[config.mk]
export PLATFORM = sky130hd
export DESIGN_NAME = sap_sequencer
export DESIGN_NICKNAME = d
export VERILOG_FILES = /design/src/rtl/sap_pkg.sv /design/src/rtl/sap_ring_counter.sv /design/src/rtl/sap_sequencer.sv
export SDC_FILE = /design/constraint.sdc
export NUM_CORES = 1
export LEC_CHECK = 0
export BUFFER_PORTS_ARGS = -buffer_cell sky130_fd_sc_hd__buf_4
export CORE_UTILIZATION = 46
export DETAILED_ROUTE_END_ITERATION = 8
export PLACE_DENSITY = 0.84
export REMOVE_ABC_BUFFERS = 1
export SKIP_CTS_REPAIR_TIMING = 1
export SYNTH_ARGS = -nofsm -noshare
export SYNTH_HDL_FRONTEND = slang
export SYNTH_HIERARCHICAL = 1
export SYNTH_SLANG_ARGS = --single-unit
[constraint.sdc]
create_clock -name clk -period 1.6 [get_ports clk]
set_input_delay 0.08 -clock clk [delete_from_list [all_inputs] [get_ports clk]]
set_output_delay 0.08 -clock clk [all_outputs]
set_load 0.01 [all_outputs]
[src/rtl/sap_pkg.sv]
// sap_pkg: shared definitions for the SAP fetch/execute sequencer.
//   Widths of the address, data and opcode fields, the opcode constants,
//   the one-hot T-state encoding and a small opcode-class helper.
package sap_pkg;

  localparam int unsigned ADDR_W = 4;
  localparam int unsigned DATA_W = 8;
  localparam int unsigned OP_W   = 4;
  localparam int unsigned T_W    = 6;

  localparam logic [OP_W-1:0] OP_LDA = 4'b0000;
  localparam logic [OP_W-1:0] OP_ADD = 4'b0001;
  localparam logic [OP_W-1:0] OP_SUB = 4'b0010;
  localparam logic [OP_W-1:0] OP_OUT = 4'b1110;
  localparam logic [OP_W-1:0] OP_HLT = 4'b1111;

  // One-hot T-states, bit 0 = T1
  typedef enum logic [T_W-1:0] {
    T1 = 6'b000001,
    T2 = 6'b000010,
    T3 = 6'b000100,
    T4 = 6'b001000,
    T5 = 6'b010000,
    T6 = 6'b100000
  } t_state_e;

  // Opcodes that fetch an operand from RAM during T5
  function automatic logic is_mem_op(input logic [OP_W-1:0] op);
    return (op == OP_LDA) || (op == OP_ADD) || (op == OP_SUB);
  endfunction

endpackage

[src/rtl/sap_ring_counter.sv]
// sap_ring_counter: 6-bit one-hot T-state ring counter, T1..T6 then back to T1.
//   clk     in  rising-edge clock
//   rst     in  synchronous active-high reset, returns to T1
//   hold    in  freeze the current state (halted)
//   restart in  return to T1 at the next edge (early end of instruction)
//   t_state out current one-hot state, bit 0 = T1
module sap_ring_counter
  import sap_pkg::*;
(
  input  logic           clk,
  input  logic           rst,
  input  logic           hold,
  input  logic           restart,
  output logic [T_W-1:0] t_state
);

  t_state_e r_state;
  t_state_e w_next;

  // State register
  always_ff @(posedge clk) begin
    if (rst) begin
      r_state <= T1;
    end else begin
      r_state <= w_next;
    end
  end

  // Next state: hold has priority over restart, otherwise rotate
  always_comb begin
    w_next = r_state;
    if (!hold) begin
      if (restart) begin
        w_next = T1;
      end else begin
        case (r_state)
          T1:      w_next = T2;
          T2:      w_next = T3;
          T3:      w_next = T4;
          T4:      w_next = T5;
          T5:      w_next = T6;
          T6:      w_next = T1;
          default: w_next = T1;
        endcase
      end
    end
  end

  assign t_state = r_state;

endmodule

[src/rtl/sap_sequencer.sv]
// sap_sequencer: fetch/execute controller for the 8-bit SAP processor.
//   Holds PC, MAR and IR, reads the 16x8 RAM and issues per-T-state strobes.
//   Optional feature macro: SAP_SEQ_VAR_CYCLE_EN (variable-length machine
//   cycle; undefined = every instruction takes T1..T6).
// Ports:
//   clk, rst            clock, synchronous active-high reset
//   w_bus     in  8     W bus, captured into IR in T3
//   mem_addr  out 4     RAM address (= MAR)
//   mem_ce_n  out 1     RAM chip enable, active low
//   acc_load, acc_en, b_load, alu_en, alu_sub, out_load   control strobes
//   halted    out 1     sticky halt flag
//   t_state   out 6     one-hot T-state
//   pc        out 4     program counter (debug)
module sap_sequencer
  import sap_pkg::*;
(
  input  logic              clk,
  input  logic              rst,
  input  logic [DATA_W-1:0] w_bus,
  output logic [ADDR_W-1:0] mem_addr,
  output logic              mem_ce_n,
  output logic              acc_load,
  output logic              acc_en,
  output logic              b_load,
  output logic              alu_en,
  output logic              alu_sub,
  output logic              out_load,
  output logic              halted,
  output logic [T_W-1:0]    t_state,
  output logic [ADDR_W-1:0] pc
);

  logic [ADDR_W-1:0] r_pc;
  logic [ADDR_W-1:0] r_mar;
  logic [DATA_W-1:0] r_ir;
  logic              r_halted;

  logic [T_W-1:0]    w_t;
  logic [OP_W-1:0]   w_op;
  logic              w_lda;
  logic              w_add;
  logic              w_sub;
  logic              w_out;
  logic              w_hlt;
  logic              w_nop;
  logic              w_restart;

  // Opcode decode
  assign w_op  = r_ir[DATA_W-1 -: OP_W];
  assign w_lda = (w_op == OP_LDA);
  assign w_add = (w_op == OP_ADD);
  assign w_sub = (w_op == OP_SUB);
  assign w_out = (w_op == OP_OUT);
  assign w_hlt = (w_op == OP_HLT);
  assign w_nop = !(w_lda || w_add || w_sub || w_out || w_hlt);

`ifdef SAP_SEQ_VAR_CYCLE_EN
  // End the machine cycle after the last state that does work; T6 wraps anyway
  assign w_restart = ((w_t == T4) && (w_out || w_nop)) ||
                     ((w_t == T5) && w_lda);
`else
  assign w_restart = 1'b0;
`endif

  sap_ring_counter u_ring (
    .clk     (clk),
    .rst     (rst),
    .hold    (r_halted),
    .restart (w_restart),
    .t_state (w_t)
  );

  // PC / MAR / IR / halt registers; everything freezes once halted
  always_ff @(posedge clk) begin
    if (rst) begin
      r_pc     <= '0;
      r_mar    <= '0;
      r_ir     <= '0;
      r_halted <= 1'b0;
    end else if (!r_halted) begin
      if (w_t == T1) r_mar <= r_pc;
      if (w_t == T2) r_pc  <= r_pc + ADDR_W'(1);
      if (w_t == T3) r_ir  <= w_bus;
      if (w_t == T4) begin
        if (is_mem_op(w_op)) r_mar    <= r_ir[ADDR_W-1:0];
        if (w_hlt)           r_halted <= 1'b1;
      end
    end
  end

  // Strobe decode; reset and halt force every strobe inactive
  always_comb begin
    mem_ce_n = 1'b1;
    acc_load = 1'b0;
    acc_en   = 1'b0;
    b_load   = 1'b0;
    alu_en   = 1'b0;
    alu_sub  = 1'b0;
    out_load = 1'b0;
    if (!rst && !r_halted) begin
      case (w_t)
        T3: mem_ce_n = 1'b0;
        T4: begin
          if (w_out) begin
            acc_en   = 1'b1;
            out_load = 1'b1;
          end
        end
        T5: begin
          if (w_lda) begin
            mem_ce_n = 1'b0;
            acc_load = 1'b1;
          end else if (w_add || w_sub) begin
            mem_ce_n = 1'b0;
            b_load   = 1'b1;
          end
        end
        T6: begin
          if (w_add || w_sub) begin
            alu_en   = 1'b1;
            acc_load = 1'b1;
            alu_sub  = w_sub;
          end
        end
        default: ;
      endcase
    end
  end

  assign mem_addr = r_mar;
  assign halted   = r_halted;
  assign t_state  = w_t;
  assign pc       = r_pc;

endmodule

==> impl_metrics.csv <==
group,metric,value,unit
synth,synth_cell_type_count,44,
sta,max_freq,0.559,GHz
critical_path,crit_path_cell_trace,"nor4_4, and2_4, and3_1, and4b_1, buf_4",
sta,tightest_slew,0.504,ns
sta,finalClockSkew,0.0108,ns
final_layout,regArea,479,µm²
drt,wl_per_cell,17.0,µm
grt,antenna_found_initial,0,
die,die_h,53.6,µm
die,die_w,53.6,µm
die,coreArea,2500,µm²
sta,period_needed,1.79,ns
status,status,"finished, violations left",
cts,insertion_delay,0.32,ns
grt,grt_max_degree,22,
min_path,holdCritPathClass,"input pin to flip-flop",
die,ios,32,
critical_path,crit_path_max_fanout,3,
final_layout,fill_cells,195,
synth,synth_edf_count,0,
critical_path,crit_type,"flip-flop to primary output",
sta,holdWs,-0.00657,ns
critical_path,worst_setup_path_start_kind,"flip-flop",
synth,ys_seq_area_share,37.6,%
critical_path,critPathTopFamily,"simple AND/OR/NAND/NOR gates",
synth,synthTopCellsByArea,"dfxtp_1, mux2i_1, nor2_1",
synth,netlist_instances,137,
placement,place_area,1580,µm²
sta,layout_setup_ws,-0.189,ns
grt,first_global_vias,1130,
drt,remaining_drc_errors,0,
drt,vias,1305,
synth,yosysMostFrequentCell,"dfxtp_1",
sta,rsz0062_at_grt,"yes",
drt,drt-total-wl,3.78,mm
sta,setup_tns,-0.816,ns
grt,grt-ovfl-total,0,
synth,syn-cell-area,1220,µm²
sta,timing.final.crit_share,112,%
cts,cts_root_buffer,"clkbuf_4",
status,violations,"negative hold slack, negative setup slack",
final_layout,finalNetCount,204,
placement,gp_congestion,0.779,
synth,yosysTopAreaCellShare,37.6,%
power,ir_drop,0.450,mV
final_layout,area_delta_synth_final,43.1,%
synth,synth-seq-cells,23,
critical_path,crit_path_end_kind,"primary output",
die,initial_core_util,49.0,%
synth,ys.flop_type,"dfxtp_1",
sta,setup_viol,10,
final_layout,final_area,1750,µm²
synth,yosysWarnings,6,
synth,async_reset_ff_share,0,%
cts,cts_tree,"yes",
final_layout,diodes,0,
sta,final_hold_viol_count,2,
cts,clk_path_buf_depth,2,
sta,maxSlewHeadroom,66.4,%
placement,io_buffers,31,
critical_path,arrival,1.71,ns
cts,cts.sinks,23,
placement,dp_hpwl,2.34,mm
critical_path,cpPeakStageDelay,0.38,ns
sta,maxSlewViolCount,0,
grt,grt_pass1_wl,4.95,mm
placement,preCtsSetupSlack,0.0162,ns
flow_run,cap_viol_max_count,0,
critical_path,crit_required,1.52,ns
critical_path,crit_slowest_cell,"dfxtp_4",
cts,clk_pin_slew,0.14,ns
synth,syn_area_per_cell,8.94,µm²
die,die_area,2870,µm²
cts,cts_buffers,3,
synth,yosys-top-cells-count,"dfxtp_1, nor2_1, mux2i_1",
drt,ant_nets,0,
drt,firstDrtPassIters,4,
final_layout,drive_gt1_share,39.6,%
power,p_per_area,556,nW/µm²
die,rows,18,
cts,cts.htree.levels,1,
power,power.leakage,0.751,nW
critical_path,path_buf_inv,1,
synth,yosysTopAreaCell,"dfxtp_1",
final_layout,multi_input_area,768,µm²
grt,track_usage,23.9,%
drt,routed_via_density,5.88,
drt,first_iter_violations,35,
==> logic make-up after synthesis <==
kind of cell | after synthesis | share of synthesized area, %
mux | 12 | 9.91
other cells | 1 | 0.306
xor+xnor | 5 | 3.57
compound gates | 17 | 9.60
fa+ha+maj | 1 | 1.02
simple gates | 69 | 34.5
buf+inv | 9 | 3.47
flops | 23 | 37.6
==> routing by layer <==
| metal | global-route usage [%] | routed length [µm] | vias up |
|---|---|---|---|
| li1 | - | - | 600 |
| met1 | 27.8 | 1500 | 631 |
| met2 | 44.0 | 1990 | 60 |
| met3 | 5.08 | 193 | 14 |
| met4 | 5.70 | 105 | 0 |
| met5 | 0 | 0 | - |
==> final timing paths <==
path / slack (ns) / startpoint / to / cells after the start
min: -0.007 / w_bus[1] / r_ir[1]$_SDFFE_PP0P_ / 3
max: -0.19 / u_ring/t_state[0]$_SDFFE_PP1N_ / acc_en / 5
min reg2reg: 0.52 / mem_addr[3]$_SDFFE_PP0N_ / mem_addr[3]$_SDFFE_PP0N_ / 1
max reg2reg: -0.03 / u_ring/t_state[0]$_SDFFE_PP1N_ / mem_addr[1]$_SDFFE_PP0N_ / 5
==> area by class of cell <==
cell class,instances,share of cell area [%]
inverters,3,0.642
multi-input cells,107,43.8
clock inverters,1,0.286
flip-flops and latches,23,27.3
repair buffers,55,24.5
well taps,30,2.14
clock buffers,3,1.28
==> metrics by stage <==
| stage | hold slack, ns | power [mW] | std cells | util [%] |
|---|---|---|---|---|
| finish | -0.00657 | 0.976 | 222 | 70.1 |
| global route | 0.0131 | 1.00 | 222 | 70.1 |
| CTS | -0.00207 | 0.953 | 212 | 64.2 |
| detailed placement | 0.324 | 0.691 | 208 | 63.1 |
| global placement | 0.314 | 0.686 | 208 | 63.1 |
| floorplan | 0.149 | 0.638 | 133 | - |
==> where the power goes <==
| group | internal (mW) | switching (mW) | total [mW] |
|---|---|---|---|
| registers | 0.572 | 0.00831 | 0.580 |
| logic | 0.0576 | 0.0572 | 0.115 |
| clock network | 0.0938 | 0.187 | 0.280 |
==> flip-flops by register name (all words and copies together), names as in the netlist <==
signal	cells
pc	4
u_ring/t_state	6
halted	1
r_ir	8
mem_addr	4
==> worst reg2reg max path, stage by stage (launching register included) <==
cell      delay (ns)
dfxtp_4         0.38
nor4_4          0.32
buf_4           0.18
nand4b_2        0.11
o21a_1          0.22
a221o_1         0.32
==> layout by cell type (no fill, tap or decap), types with 4 or more instances in the layout <==
cell | netlist | routed
mux2i_1 | 11 | 11
a21oi_1 | 8 | 8
nor2_1 | 21 | 19
dfxtp_1 | 23 | 18
nand2_1 | 8 | 8
dfxtp_4 | 0 | 5
nor3_1 | 5 | 4
and3_1 | 5 | 5
nand3_1 | 5 | 5
xor2_1 | 4 | 4
buf_4 | 2 | 50
Power figures use the tool's default switching activity.
